File: config.mk
export PLATFORM = sky130hd
export DESIGN_NAME = id_ex_stage_flat
export DESIGN_NICKNAME = d
export VERILOG_FILES = /design/src/rtl/id_ex_stage_if.sv /design/src/rtl/id_ex_stage.sv /design/src/flat_wrapper.sv
export SDC_FILE = /design/constraint.sdc
export NUM_CORES = 1
export LEC_CHECK = 0
export BUFFER_PORTS_ARGS = -buffer_cell sky130_fd_sc_hd__buf_2
export CORE_MARGIN = 3
export CORE_UTILIZATION = 38
export DETAILED_ROUTE_END_ITERATION = 6
export PLACE_DENSITY = 0.72
export REMOVE_ABC_BUFFERS = 1
export SYNTH_ARGS = -nofsm -noshare
export SYNTH_HDL_FRONTEND = slang
export SYNTH_SLANG_ARGS = --single-unit
File: constraint.sdc
create_clock -name clk -period 2.35 [get_ports clk]
set_input_delay 0.1175 -clock clk [delete_from_list [all_inputs] [get_ports clk]]
set_output_delay 0.1175 -clock clk [all_outputs]
set_load 0.005 [all_outputs]
File: src/rtl/id_ex_stage_if.sv
// Bundle between decode, the ID/EX stage, the MEM stage and the alu.
// The stage uses the slave modport; whoever feeds it uses master.
interface id_ex_stage_if #(
    parameter int WIDTH    = 32,
    parameter int REG_BITS = 5,
    parameter int CNT_W    = 16
);
    logic                in_valid;
    logic                in_ready;
    logic [REG_BITS-1:0] rs_idx;
    logic [WIDTH-1:0]    rs_val;
    logic [REG_BITS-1:0] rt_idx;
    logic [WIDTH-1:0]    rt_val;
    logic [REG_BITS-1:0] rd_idx;
    logic                wr_en;
    logic [WIDTH-1:0]    imm;
    logic                use_imm;
    logic [1:0]          alu_op;
    logic                is_load;
    logic [WIDTH-1:0]    ex_result;
    logic                mem_wr_en;
    logic [REG_BITS-1:0] mem_rd;
    logic [WIDTH-1:0]    mem_result;
    logic                flush;
    logic [WIDTH-1:0]    a_out;
    logic [WIDTH-1:0]    b_out;
    logic [1:0]          ctrl_out;
    logic                ex_valid;
    logic [REG_BITS-1:0] ex_rd;
    logic                ex_wr_en;
    logic                ex_is_load;
    logic [CNT_W-1:0]    stall_count;

    modport slave (
        input  in_valid, rs_idx, rs_val, rt_idx, rt_val, rd_idx, wr_en, imm, use_imm,
               alu_op, is_load, ex_result, mem_wr_en, mem_rd, mem_result, flush,
        output in_ready, a_out, b_out, ctrl_out, ex_valid, ex_rd, ex_wr_en, ex_is_load,
               stall_count
    );

    modport master (
        output in_valid, rs_idx, rs_val, rt_idx, rt_val, rd_idx, wr_en, imm, use_imm,
               alu_op, is_load, ex_result, mem_wr_en, mem_rd, mem_result, flush,
        input  in_ready, a_out, b_out, ctrl_out, ex_valid, ex_rd, ex_wr_en, ex_is_load,
               stall_count
    );
endinterface

File: src/rtl/id_ex_stage.sv
// ID/EX pipeline register feeding the alu: operand forwarding from EX and MEM,
// one-cycle load-use bubble, and branch flush.
module id_ex_stage #(
    parameter int WIDTH    = 32,
    parameter int REG_BITS = 5,
    parameter int CNT_W    = 16
) (
    input  logic           clk,
    input  logic           reset,
    id_ex_stage_if.slave   bus
);
    typedef enum logic {ST_RUN, ST_BUBBLE} state_t;

    state_t              r_state;
    state_t              w_state_next;
    logic                w_hazard;
    logic                w_capture;
    logic                w_stall;
    logic [WIDTH-1:0]    w_rs_fwd;
    logic [WIDTH-1:0]    w_rt_fwd;
    logic [WIDTH-1:0]    w_b_sel;

    logic [WIDTH-1:0]    r_a;
    logic [WIDTH-1:0]    r_b;
    logic [1:0]          r_ctrl;
    logic                r_ex_valid;
    logic [REG_BITS-1:0] r_ex_rd;
    logic                r_ex_wr_en;
    logic                r_ex_is_load;
    logic [CNT_W-1:0]    r_stall_count;

    // A load in EX has no data yet; a dependent op must wait one cycle for MEM.
    assign w_hazard = r_ex_valid && r_ex_is_load && r_ex_wr_en && (r_ex_rd != '0) &&
                      bus.in_valid &&
                      ((bus.rs_idx == r_ex_rd) || (!bus.use_imm && (bus.rt_idx == r_ex_rd)));

    assign w_rs_fwd = (bus.rs_idx == '0) ? '0 :
                      (r_ex_valid && r_ex_wr_en && !r_ex_is_load && (r_ex_rd == bus.rs_idx)) ? bus.ex_result :
                      (bus.mem_wr_en && (bus.mem_rd == bus.rs_idx)) ? bus.mem_result :
                      bus.rs_val;

    assign w_rt_fwd = (bus.rt_idx == '0) ? '0 :
                      (r_ex_valid && r_ex_wr_en && !r_ex_is_load && (r_ex_rd == bus.rt_idx)) ? bus.ex_result :
                      (bus.mem_wr_en && (bus.mem_rd == bus.rt_idx)) ? bus.mem_result :
                      bus.rt_val;

    assign w_b_sel = bus.use_imm ? bus.imm : w_rt_fwd;

    always_comb begin
        w_state_next = r_state;
        w_capture    = 1'b0;
        w_stall      = 1'b0;
        if (bus.flush) begin
            w_state_next = ST_RUN;
        end else begin
            case (r_state)
                ST_RUN: begin
                    if (w_hazard) begin
                        w_stall      = 1'b1;
                        w_state_next = ST_BUBBLE;
                    end else begin
                        w_capture = bus.in_valid;
                    end
                end
                ST_BUBBLE: begin
                    w_capture    = bus.in_valid;
                    w_state_next = ST_RUN;
                end
                default: w_state_next = ST_RUN;
            endcase
        end
    end

    assign bus.in_ready = reset && !bus.flush && ((r_state == ST_BUBBLE) || !w_hazard);

    always_ff @(posedge clk or negedge reset) begin
        if (!reset) begin
            r_state       <= ST_RUN;
            r_a           <= '0;
            r_b           <= '0;
            r_ctrl        <= '0;
            r_ex_valid    <= 1'b0;
            r_ex_rd       <= '0;
            r_ex_wr_en    <= 1'b0;
            r_ex_is_load  <= 1'b0;
            r_stall_count <= '0;
        end else begin
            r_state <= w_state_next;
            if (bus.flush) begin
                r_ex_valid   <= 1'b0;
                r_ex_rd      <= '0;
                r_ex_wr_en   <= 1'b0;
                r_ex_is_load <= 1'b0;
            end else if (w_capture) begin
                r_a          <= w_rs_fwd;
                r_b          <= w_b_sel;
                r_ctrl       <= bus.alu_op;
                r_ex_valid   <= 1'b1;
                r_ex_rd      <= bus.rd_idx;
                r_ex_wr_en   <= bus.wr_en;
                r_ex_is_load <= bus.is_load;
            end else begin
                // Operand registers hold so the alu inputs do not toggle on bubbles.
                r_ex_valid <= 1'b0;
            end
            if (w_stall && (r_stall_count != {CNT_W{1'b1}})) begin
                r_stall_count <= r_stall_count + 1'b1;
            end
        end
    end

    assign bus.a_out       = r_a;
    assign bus.b_out       = r_b;
    assign bus.ctrl_out    = r_ctrl;
    assign bus.ex_valid    = r_ex_valid;
    assign bus.ex_rd       = r_ex_rd;
    assign bus.ex_wr_en    = r_ex_wr_en;
    assign bus.ex_is_load  = r_ex_is_load;
    assign bus.stall_count = r_stall_count;
endmodule
File: src/flat_wrapper.sv
// flat-port wrapper written by rule: the top's interface ports become plain ports
module id_ex_stage_flat 
#(
    parameter int WIDTH    = 32,
    parameter int REG_BITS = 5,
    parameter int CNT_W    = 16
)
  (clk, reset, bus_in_valid, bus_rs_idx, bus_rs_val, bus_rt_idx, bus_rt_val, bus_rd_idx, bus_wr_en, bus_imm, bus_use_imm, bus_alu_op, bus_is_load, bus_ex_result, bus_mem_wr_en, bus_mem_rd, bus_mem_result, bus_flush, bus_in_ready, bus_a_out, bus_b_out, bus_ctrl_out, bus_ex_valid, bus_ex_rd, bus_ex_wr_en, bus_ex_is_load, bus_stall_count);
  id_ex_stage_if #(.WIDTH(WIDTH), .REG_BITS(REG_BITS), .CNT_W(CNT_W)) bus_i ();
  input  logic clk;
  input  logic reset;
  input wire logic [$bits(bus_i.in_valid)-1:0] bus_in_valid;
  input wire logic [$bits(bus_i.rs_idx)-1:0] bus_rs_idx;
  input wire logic [$bits(bus_i.rs_val)-1:0] bus_rs_val;
  input wire logic [$bits(bus_i.rt_idx)-1:0] bus_rt_idx;
  input wire logic [$bits(bus_i.rt_val)-1:0] bus_rt_val;
  input wire logic [$bits(bus_i.rd_idx)-1:0] bus_rd_idx;
  input wire logic [$bits(bus_i.wr_en)-1:0] bus_wr_en;
  input wire logic [$bits(bus_i.imm)-1:0] bus_imm;
  input wire logic [$bits(bus_i.use_imm)-1:0] bus_use_imm;
  input wire logic [$bits(bus_i.alu_op)-1:0] bus_alu_op;
  input wire logic [$bits(bus_i.is_load)-1:0] bus_is_load;
  input wire logic [$bits(bus_i.ex_result)-1:0] bus_ex_result;
  input wire logic [$bits(bus_i.mem_wr_en)-1:0] bus_mem_wr_en;
  input wire logic [$bits(bus_i.mem_rd)-1:0] bus_mem_rd;
  input wire logic [$bits(bus_i.mem_result)-1:0] bus_mem_result;
  input wire logic [$bits(bus_i.flush)-1:0] bus_flush;
  output wire logic [$bits(bus_i.in_ready)-1:0] bus_in_ready;
  output wire logic [$bits(bus_i.a_out)-1:0] bus_a_out;
  output wire logic [$bits(bus_i.b_out)-1:0] bus_b_out;
  output wire logic [$bits(bus_i.ctrl_out)-1:0] bus_ctrl_out;
  output wire logic [$bits(bus_i.ex_valid)-1:0] bus_ex_valid;
  output wire logic [$bits(bus_i.ex_rd)-1:0] bus_ex_rd;
  output wire logic [$bits(bus_i.ex_wr_en)-1:0] bus_ex_wr_en;
  output wire logic [$bits(bus_i.ex_is_load)-1:0] bus_ex_is_load;
  output wire logic [$bits(bus_i.stall_count)-1:0] bus_stall_count;
  assign bus_i.in_valid = bus_in_valid;
  assign bus_i.rs_idx = bus_rs_idx;
  assign bus_i.rs_val = bus_rs_val;
  assign bus_i.rt_idx = bus_rt_idx;
  assign bus_i.rt_val = bus_rt_val;
  assign bus_i.rd_idx = bus_rd_idx;
  assign bus_i.wr_en = bus_wr_en;
  assign bus_i.imm = bus_imm;
  assign bus_i.use_imm = bus_use_imm;
  assign bus_i.alu_op = bus_alu_op;
  assign bus_i.is_load = bus_is_load;
  assign bus_i.ex_result = bus_ex_result;
  assign bus_i.mem_wr_en = bus_mem_wr_en;
  assign bus_i.mem_rd = bus_mem_rd;
  assign bus_i.mem_result = bus_mem_result;
  assign bus_i.flush = bus_flush;
  assign bus_in_ready = bus_i.in_ready;
  assign bus_a_out = bus_i.a_out;
  assign bus_b_out = bus_i.b_out;
  assign bus_ctrl_out = bus_i.ctrl_out;
  assign bus_ex_valid = bus_i.ex_valid;
  assign bus_ex_rd = bus_i.ex_rd;
  assign bus_ex_wr_en = bus_i.ex_wr_en;
  assign bus_ex_is_load = bus_i.ex_is_load;
  assign bus_stall_count = bus_i.stall_count;
  id_ex_stage #(.WIDTH(WIDTH), .REG_BITS(REG_BITS), .CNT_W(CNT_W)) u_core (.clk(clk), .reset(reset), .bus(bus_i));
endmodule
# == Word level (Yosys, flattened, before mapping) ==
# Index checks and enable logic that the tools add are counted.
# Widths: inputs -> output; s select.
# op_classes
add_sub_neg,1
shift,0
magnitude_cmp,0
bitwise,2
n_mux,23
n_eq_ne,7
multipliers,0
div_mod_pow,0
n_reduce_logical,26
# ops
op,n
$mux 32,7
$eq 5x5->1,6
$add 16x1->16 const B,1
$ne 16x16->1 const B,1
$logic_and 1x1->1,15
$mux 1,12
$logic_not 5->1,2
$mux 5,2
$reduce_bool 5->1,1
$logic_not 1->1,4
$pmux 1 s2,2
$logic_or 1x1->1,2
$not 1->1,2
$reduce_and 2->1,1
$reduce_bool 2->1,1
# totals
memories,0
input_bits,190
ram_bits,0
latchBits,0
out_inout_bits,91
elab_cells,68
mem_bits_ro,0
regBits,91

# == Logic depth before layout (Yosys ltp) ==
# Gate-level depths: netlist of run 1.
# depth
depth_word,10
mapped_depth,9
depth_no_buf,6

# == Least setup slack after synthesis of run 1 ==
# OpenSTA, ideal clock, no wires.
# synth_path
kind,reg2reg
startpoint,"register u_core.r_ex_rd[4], in the netlist u_core.bus.ex_rd[4]"
endpoint,"register u_core.r_stall_count[11], in the netlist u_core.bus.stall_count[11]"
period_less_slack_ns,2.265
setup_slack_ns,0.085
arrival_time_ns,2.140
setup_ns,0.125
n_path_buf,1
stages_incl_launch_ff,8
t_required_ns,2.225
cell_sequence,dfrtp_1 > xnor2_1 > nand3_1 > o32a_1 > or4_1 > buf_4 > or3_4 > xnor2_2
# synth_via
elab_chain_cells,8
word_cells_on_any_way,12
cone_classes,eq/ne (2); mux (3); reduce/logical (7)
# synth_rtl
item,line,rtl
"start, declared",id_ex_stage.sv:27,logic [REG_BITS-1:0] r_ex_rd;
"start signal, assigned",id_ex_stage.sv:99,r_ex_rd <= bus.rd_idx;
$eq 5x5->1 / $reduce_bool 5->1 (equally long branches),"id_ex_stage.sv:35, id_ex_stage.sv:33",
"$logic_and 1x1->1, on equally long branches","id_ex_stage.sv:35, id_ex_stage.sv:33",
$logic_or 1x1->1 / $logic_and 1x1->1 (equally long branches),"id_ex_stage.sv:35, id_ex_stage.sv:33",
$logic_and 1x1->1 *,id_ex_stage.sv:34,bus.in_valid &&
$mux 1 *,id_ex_stage.sv:58,if (w_hazard) begin
$mux 1 *,id_ex_stage.sv:56,case (r_state)
$mux 1 *,id_ex_stage.sv:53,if (bus.flush) begin
$logic_and 1x1->1 *,id_ex_stage.sv:106,if (w_stall && (r_stall_count != {CNT_W{1'b1}})) begin
"end signal, assigned",id_ex_stage.sv:107,r_stall_count <= r_stall_count + 1'b1;
"end, declared",id_ex_stage.sv:30,logic [CNT_W-1:0] r_stall_count;
# Every way passes the cells marked *; elsewhere a longest branch is shown, timed or not.
# A chain may end at the register's enable or synchronous reset.

# == Worst setup path in the final report of run 1 ==
# layout_path
startpoint,"register u_core.r_ex_rd[0], in the netlist u_core.bus.ex_rd[0]"
endpoint,"register u_core.r_stall_count[9], in the netlist u_core.bus.stall_count[9]"
# Same word-level chain as after synthesis.

==> results of run 1 <==
[path summary, 6_finish.rpt]
| path | end | cells after the start | slack (ns) |
|---|---|---|---|
| worst min register to register | u_core.bus.a_out[22]$_DFFE_PN0P_ | 1 | 0.50 |
| max in group asynchronous | u_core.bus.b_out[16]$_DFFE_PN0P_ | 3 | 1.34 |
| min in group asynchronous | u_core.bus.ctrl_out[0]$_DFFE_PN0P_ | 2 | 0.18 |
| worst max-delay path | u_core.bus.stall_count[9]$_DFFE_PN0P_ | 6 | 0.08 |
| worst min-delay path | u_core.bus.ex_rd[1]$_DFFE_PN0P_ | 2 | 0.02 |
| worst max register to register | u_core.bus.stall_count[9]$_DFFE_PN0P_ | 6 | 0.08 |
[logic make-up after synthesis]
logic type | Yosys count
and+or+nand+nor | 283
AOI/OAI and AO/OA | 140
DFF | 91
buffers and inverters | 55
xor gates and xnor gates | 35
muxes | 34
adders and majority gates | 1
[repair_timing]
item,in CTS,in global routing
endpoints found under the setup margin,1,36
hold buffers,9,0
pin swaps,0,3
buffers inserted,2,3
endpoints found under the hold margin,24,0
gates resized for setup,1,14
gates cloned,0,0
[area by class of cell]
class	count	share of cell area (%)
clock inverter	6	1.470
inverter	2	0.09908
timing repair buffer	325	23.98
tap	176	2.906
clock buffer	10	3.154
multi-input combinational	493	38.31
sequential	91	30.09
[per-stage QoR]
stage                     hold WS, ns  TNS [ns]
after floorplan               -0.1781    -78.65
final                         0.01534         0
after global routing         0.006478  -0.08613
after CTS                    0.003557         0
after global placement       0.001800         0
after detailed placement    0.0001139         0
[power by group through the flow]
stage	Sequential (mW)	Clock, mW	Combinational (mW)
after detailed placement	1.88	0	0.902
after CTS	1.85	1.73	0.919
final	1.85	1.68	0.918
after global placement	1.88	0	0.892
after floorplan	1.89	0	0.349
after global routing	1.88	1.79	1.01
[Yosys cell counts (4+ instances only)]
cell / count
nor2_1: 72
clkbuf_1: 39
a31oi_1: 63
nor3_1: 6
xnor2_1: 14
nor4_1: 5
and3_1: 4
buf_2: 11
a22o_1: 7
mux2_2: 34
o21ai_0: 31
a311o_1: 32
nand4_1: 7
or4_1: 5
nand2_1: 170
xor2_1: 19
nand3_1: 8
dfrtp_1: 91
[metal layers]
| layer | vias to the layer above | part of all wire [%] |
|---|---|---|
| met1 | 2841 | 40 |
| met5 | - | 0 |
| li1 | 2818 | - |
| met3 | 34 | 8.9 |
| met4 | 0 | 2.4 |
| met2 | 319 | 49 |
[flip-flops by register name (all words and copies together) (netlist names)]
signal	count
u_core.bus.ex_wr_en	1
u_core.bus.b_out	32
u_core.bus.stall_count	16
u_core.bus.ex_is_load	1
u_core.bus.ctrl_out	2
u_core.bus.a_out	32
u_core.r_state	1
u_core.bus.ex_valid	1
u_core.bus.ex_rd	5
==> impl_metrics.toml, run 1 <==
[clocking]
clk_pin_slew_ns = 0.07
cts_max_path_buffers = 2
clkLatencyLatePin_ns = 0.34
cts_tree = "yes"
ctsRootBufferMaster = "clkbuf_16"
cts_sinks = 91
numCtsBuffers = 9
h-tree-depth = 3

[synthesis]
async_reset_ff_share_pct = 100.0
synthXorXnorAreaFrac_pct = 5.975
ys.flop_type = "dfrtp_1"
postSynthCellCount = 639
synth_compound_area_share_pct = 18.30
muxShareOfSynthArea_pct = 7.115
netlist.area_leader.share_pct = 42.32
synthSimpleGateAreaFrac_pct = 21.76
synth_edf_count = 0
yosys.area.top_type = "dfrtp_1"
seq_area_frac_synth_pct = 42.32
ys_ff_latch = 91
synthAdderAreaFrac_pct = 0.2325
synth_area_um2 = 5381
ys_warn_count = 0
yosys-top-cells-area = "dfrtp_1 (42%), nand2_1 (12%), a31oi_1 (7.3%)"
synth_top_family_by_area = "simple AND/OR/NAND/NOR gates"
syn_avg_cell_area_um2 = 8.422
synth_cell_types = 35

[timing]
relSlewSlack_pct = 55.48
fmax_mhz = 440.6
setup_ws_ns = 0.08017
post-route-min-period_ns = 2.270
final.setup_skew_ns = 0.007052
setup_viol = 0
tightest_slew_ns = 0.6618
drv_slew = 0
hold_viol_final = 0
final.period_utilization_pct = 96.59

[global_routing]
use_met2_pct = 39.48
overflow = 0
grt_pass1_vias = 5919
antenna_found_initial = 0
top_usage_layer = "met2"
met3_usage_pct = 4.435
grt_pass1_wl_mm = 29.64
grt_util_all_layers_pct = 22.92
met1_usage_pct = 28.79
grt_max_degree = 43

[layout]
layout_common_cells = "buf_2 (279), nand2_1 (170), dfrtp_1 (89)"
num-nets-final = 1113
final.fill_count = 1256
stdcell_area_um2 = 7577
seq_area_um2 = 2280
fin_util_pct = 55.89
layout_commonest_cell = "buf_2"
instances_no_fill = 1103
drive_above_1_share_pct = 41.10
multi_input_area_um2 = 2903
syn_to_final_growth_pct = 40.80
num_antenna_cells = 0

[floorplan]
dieWidth_um = 125
initial_core_util_pct = 39.69
core_um2 = 13560
fp.dieArea_um2 = 15630
ioPinCount = 281
chipHeight_um = 125
rows = 42

[power]
switching_share_pct = 25.77
ir_drop_uv = 399.2
seqPwrFrac_pct = 41.6
p_total_mw = 4.456
p_sw_mw = 1.148
power_density_nw_per_um2 = 588.1
internal_power_mw = 3.308
p_comb_share_pct = 20.6
pwr-share-clk_pct = 37.8
power_leakage_nw = 3.770

[routing]
drt_iter0_drc = 292
avgRoutedWirePerCell_um = 16.83
viasPerCell = 5.451
postRouteAntennaNets = 0
finalWirelength_mm = 18.56
num_vias = 6012
drc = 0
drt_first_pass_iters = 6

[critical_path]
critPathCaptureType = "register"
crit_buf_inv = 0
reg2reg_from = "u_core.bus.ex_rd[0]$_DFFE_PN0P_"
path_cells = "xnor2_2, nand2_1, o32a_1, or4_1, or3_4, xnor2_2"
slowest_delay_ns = 0.59
crit_top_cell = "xnor2_2"
crit_start = "u_core.bus.ex_rd[0]$_DFFE_PN0P_"
cpMaxStageDelayCell = "or4_1"
crit_required_ns = 2.57
crit_fanout = 5
cp.arrival_ns = 2.49
critPathKind = "register to register"
start_kind = "register"
crit_family = "simple AND/OR/NAND/NOR gates"

[place]
dpl.cell_count = 1073
place_congestion = 0.8428
postPlaceCellArea_um2 = 7066
hpwlAfterDp_mm = 14.08
dp_slack_ns = 0.03998
port_buffers = 280

[min_path]
hold_class = "input pin to register"
worstHoldStart = "bus_rd_idx[1]"

[outcome]
status = "complete, no violations"

[flow_run]
cap_viol_max_count = 0
No activity file was read; power rests on OpenSTA's default activity.
==> inputs of run 2 (changes only) <==
--- a/config.mk
+++ b/config.mk
@@ -8,6 +8,8 @@
 export BUFFER_PORTS_ARGS = -buffer_cell sky130_fd_sc_hd__buf_2
 export CORE_MARGIN = 3
 export CORE_UTILIZATION = 38
+export CTS_BUF_LIST = sky130_fd_sc_hd__clkbuf_16
+export CTS_CLUSTER_SIZE = 12
 export DETAILED_ROUTE_END_ITERATION = 6
 export PLACE_DENSITY = 0.72
 export REMOVE_ABC_BUFFERS = 1
==> impl_metrics.toml, run 2 (synthesis results as in run 1) <==
[outcome]
status = "complete, no violations"

[floorplan]
core_um2 = 13560
dieWidth_um = 125
fp.dieArea_um2 = 15630
initial_core_util_pct = 39.69
chipHeight_um = 125
ioPinCount = 281
rows = 42

[routing]
postRouteAntennaNets = 0
drc = 0
drt_first_pass_iters = 6
drt_iter0_drc = 313
viasPerCell = 5.455
avgRoutedWirePerCell_um = 16.99
finalWirelength_mm = 18.71
num_vias = 6006

[timing]
final.setup_skew_ns = 0.007517
relSlewSlack_pct = 55.54
fmax_mhz = 433.6
final.period_utilization_pct = 98.14
drv_slew = 0
setup_ws_ns = 0.04380
post-route-min-period_ns = 2.306
setup_viol = 0
tightest_slew_ns = 0.6608
hold_viol_final = 0

[min_path]
worstHoldStart = "bus_rd_idx[1]"
hold_class = "input pin to register"
hold_path_depth = 2
hold-path-endpoint = "u_core.bus.ex_rd[1]$_DFFE_PN0P_"

[power]
p_sw_mw = 1.154
power_density_nw_per_um2 = 585.2
ir_drop_uv = 408.5
internal_power_mw = 3.275
p_total_mw = 4.429
p_comb_share_pct = 20.7
power_leakage_nw = 3.758
seqPwrFrac_pct = 41.9
switching_share_pct = 26.06
pwr-share-clk_pct = 37.4

[critical_path]
crit_fanout = 8
slowest_delay_ns = 0.59
crit_required_ns = 2.23
crit_family = "simple AND/OR/NAND/NOR gates"
reg2reg_from = "u_core.bus.ex_rd[1]$_DFFE_PN0P_"
reg2reg_to = "u_core.bus.stall_count[9]$_DFFE_PN0P_"
crit_buf_inv = 2
cp.arrival_ns = 2.19
critPathCaptureType = "primary output"
cpMaxStageDelayCell = "or4_1"
critPathKind = "register to primary output"
path_cells = "or4_1, o21ai_4, or2_4, buf_4, and3_1, buf_2"
reg2reg_depth = 6
rrSetupSlack_ns = 0.07
start_kind = "register"

[layout]
seq_area_um2 = 2281
fin_util_pct = 55.82
stdcell_area_um2 = 7569
syn_to_final_growth_pct = 40.64
multi_input_area_um2 = 2918
num-nets-final = 1111
drive_above_1_share_pct = 41.08
layout_common_cells = "buf_2 (279), nand2_1 (170), dfrtp_1 (88)"
layout_commonest_cell = "buf_2"
final.fill_count = 1261
num_antenna_cells = 0

[place]
postPlaceCellArea_um2 = 7066
place_congestion = 0.8428
hpwlAfterDp_mm = 14.08
dp_slack_ns = 0.03998
port_buffers = 280

[global_routing]
overflow = 0
antenna_found_initial = 0
grt_pass1_wl_mm = 29.63
grt_max_degree = 43
grt_pass1_vias = 5914
grt_util_all_layers_pct = 22.93

[clocking]
ctsRootBufferMaster = "clkbuf_16"
cts_sinks = 91
clkLatencyLatePin_ns = 0.34
h-tree-depth = 3
numCtsBuffers = 9
cts_max_path_buffers = 2
clk_pin_slew_ns = 0.07
cts_tree = "yes"

[flow_run]
cap_viol_max_count = 0
run 2: worst reg2reg max path, stage by stage, from the launching register on:
cell and delay, ns:
dfrtp_2 0.45, xnor2_2 0.17, nand3_1 0.11, o32a_1 0.33, or4_1 0.59, or3_4 0.37, xnor2_2 0.13
run 2: power groups by stage:
stage               sequential [mW]  clock, mW  combinational, mW
floorplan                      1.89          0              0.349
global placement               1.88          0              0.892
detailed placement             1.88          0              0.902
CTS                            1.85       1.70              0.917
global route                   1.88       1.76               1.01
finish                         1.86       1.66              0.918
run 2: repair_timing:
action / in CTS / in global routing
pin swaps: 0 / 2
buffers inserted: 1 / 2
endpoints found under the hold margin: 24 / 0
setup endpoints to repair: 1 / 41
resized for setup: 1 / 18
hold buffers: 9 / 0
run 2: how the worst max path moves through the flow:
stage	endpoint	from	cells past startpoint
floorplan	u_core.bus.a_out[0]$_DFFE_PN0P_	u_core.bus.ex_rd[1]$_DFFE_PN0P_	4
global placement	u_core.bus.stall_count[11]$_DFFE_PN0P_	u_core.bus.ex_rd[1]$_DFFE_PN0P_	6
detailed placement	u_core.bus.stall_count[11]$_DFFE_PN0P_	u_core.bus.ex_rd[3]$_DFFE_PN0P_	6
CTS	bus_in_ready	u_core.bus.ex_rd[1]$_DFFE_PN0P_	7
global route	u_core.bus.stall_count[9]$_DFFE_PN0P_	u_core.bus.ex_wr_en$_DFFE_PN0P_	6
finish	bus_in_ready	u_core.bus.ex_rd[1]$_DFFE_PN0P_	6
run 2: stage by stage:
step	setup TNS (ns)	cells	hold slack [ns]
final	0	1101	0.01492
after global routing	-0.2683	1101	0.007209
after CTS	0	1099	0.004357
after detailed placement	0	1073	0.0001139
after global placement	0	1073	0.001800
after floorplan	-78.65	586	-0.1781
run 2: final cells by class:
class                           instances  share of cell area (%)
Clock inverter                          7                   1.521
Timing Repair Buffer                  323                   23.81
Multi-Input combinational cell        493                   38.55
Sequential cell                        91                   30.14
Clock buffer                            9                   2.976
Inverter                                2                 0.09919
Tap cell                              176                   2.910
run 2: routing by layer:
metal  global-route usage [%]  wire length [um]  vias up
met1                    28.76              7469     2847
met4                    8.036               531        0
li1                         -                 -     2818
met5                        0                 0        -
met2                    39.54              9173      297
met3                    4.478              1533       44
==> inputs of run 3 (changes only) <==
--- a/config.mk
+++ b/config.mk
@@ -11,8 +11,9 @@
 export CTS_BUF_LIST = sky130_fd_sc_hd__clkbuf_16
 export CTS_CLUSTER_SIZE = 12
 export DETAILED_ROUTE_END_ITERATION = 6
-export PLACE_DENSITY = 0.72
+export PLACE_DENSITY = 0.74
 export REMOVE_ABC_BUFFERS = 1
+export SLEW_MARGIN = 20
 export SYNTH_ARGS = -nofsm -noshare
 export SYNTH_HDL_FRONTEND = slang
 export SYNTH_SLANG_ARGS = --single-unit
==> impl_metrics.toml, run 3 (synthesis results as in run 1) <==
[routing]
num_vias = 5973
wl_met2_mm = 9.562
topRoutingLayerUsed = "met4"
wl_met3_mm = 1.667
drc = 0
viasPerCell = 5.420
postRouteAntennaNets = 0
wl_met1_mm = 7.320
finalWirelength_mm = 19.04
drt_iter0_drc = 416
avgRoutedWirePerCell_um = 17.28
drt_first_pass_iters = 5

[floorplan]
chipHeight_um = 125
core_um2 = 13560
fp.dieArea_um2 = 15630
dieWidth_um = 125
initial_core_util_pct = 39.69
rows = 42
ioPinCount = 281

[place]
port_buffers = 280
dpl.cell_count = 1074
hpwlAfterDp_mm = 13.68
postPlaceCellArea_um2 = 7106
place_congestion = 0.8609

[layout]
num_antenna_cells = 0
syn_to_final_growth_pct = 40.13
num-nets-final = 1112
layout_common_cells = "buf_2 (279), nand2_1 (170), dfrtp_1 (88)"
fin_util_pct = 55.62
final.fill_count = 1273
drive_above_1_share_pct = 41.04
stdcell_area_um2 = 7541
layout_commonest_cell = "buf_2"
instances_no_fill = 1102

[critical_path]
critPathCaptureType = "primary output"
start_kind = "register"
cpMaxStageDelayCell = "or4_4"
cp.arrival_ns = 2.16
slowest_delay_ns = 0.54
crit_required_ns = 2.23
path_cells = "or4_4, o21ai_4, or2_4, buf_4, and3_1, buf_2"
critPathKind = "register to primary output"
crit_fanout = 7
rrSetupSlack_ns = 0.13

[timing]
fmax_mhz = 439.5
post-route-min-period_ns = 2.275
tightest_slew_ns = 0.5847
final.period_utilization_pct = 96.82
hold_viol_final = 0
drv_slew = 0
relSlewSlack_pct = 61.02
rsz0062_at_grt = "true"
setup_viol = 0
final.setup_skew_ns = 0.008962

[flow_run]
cap_viol_max_count = 0

[global_routing]
antenna_found_initial = 0
overflow = 0
grt_pass1_wl_mm = 29.79
grt_util_all_layers_pct = 23.64
grt_max_degree = 73
grt_pass1_vias = 5862

[power]
power_density_nw_per_um2 = 549.4
power_leakage_nw = 3.738
ir_drop_uv = 422.8

[min_path]
hold_class = "input pin to register"

[clocking]
numCtsBuffers = 9
cts_max_path_buffers = 2
clkLatencyLatePin_ns = 0.35
h-tree-depth = 3
clk_pin_slew_ns = 0.07
cts_tree = "yes"
ctsRootBufferMaster = "clkbuf_16"
cts_sinks = 91

[outcome]
status = "complete, no violations"
[run 3: cell type report]
class / instances / area (um2) / share of cell area, %
inverters: 2 / 7.507 / 0.09955
clock inverters: 7 / 45.04 / 0.5973
flip-flops and latches: 91 / 2281 / 30.25
repair buffers: 324 / 1837 / 24.36
well taps: 176 / 220.2 / 2.920
multi-input cells: 493 / 2925 / 38.79
clock buffers: 9 / 225.2 / 2.987
[run 3: power breakdown]
group	internal (mW)	switching [mW]	total, mW
Sequential	1.75	0.112	1.86
Combinational	0.493	0.429	0.922
Clock	0.714	0.645	1.36
[run 3: metal layers]
metal	up-vias	GRT usage, %
li1	2825	-
met1	2793	28.06
met2	317	41.32
met3	38	6.098
met4	0	8.610
met5	-	0
[run 3: repair_timing]
| item | CTS | global route |
|---|---|---|
| pin swaps | 1 | 2 |
| setup endpoints to repair | 1 | 28 |
| endpoints found under the hold margin | 28 | 0 |
| hold buffers | 10 | 0 |
| resized for setup | 2 | 17 |
| buffers inserted | 2 | 0 |
[run 3: path summary, 6_finish.rpt]
check	startpoint	endpoint	cells past startpoint
worst max-delay path	u_core.bus.ex_rd[2]$_DFFE_PN0P_	bus_in_ready	6
worst min-delay path	bus_rd_idx[1]	u_core.bus.ex_rd[1]$_DFFE_PN0P_	2
worst max register to register	u_core.bus.ex_rd[2]$_DFFE_PN0P_	u_core.bus.stall_count[9]$_DFFE_PN0P_	6
worst min register to register	u_core.bus.stall_count[10]$_DFFE_PN0P_	u_core.bus.stall_count[10]$_DFFE_PN0P_	1
max in group asynchronous	reset	u_core.bus.b_out[6]$_DFFE_PN0P_	3
min in group asynchronous	reset	u_core.bus.b_out[25]$_DFFE_PN0P_	2
[run 3: worst max-delay path: cells and delay by family (launching register included)]
kind | cells | cell delay [ns]
AND/OR/NAND/NOR | 3 | 0.89
flip-flops | 1 | 0.45
AO/OA/AOI/OAI | 1 | 0.20
buffers and inverters | 2 | 0.25
[run 3: through the flow]
step / setup TNS [ns] / setup WS [ns] / total power [mW] / hold slack (ns)
6_report: 0 / 0.07475 / 4.143 / 0.007698
2_1_floorplan: -78.65 / -1.169 / 2.240 / -0.1781
4_1_cts: 0 / 0.04349 / 4.181 / 0.002137
3_3_place_gp: 0 / 0.07132 / 2.777 / 0.02303
5_1_grt: -0.003529 / -0.003529 / 4.359 / 0.01171
3_5_place_dp: 0 / 0.02138 / 2.797 / 0.02638
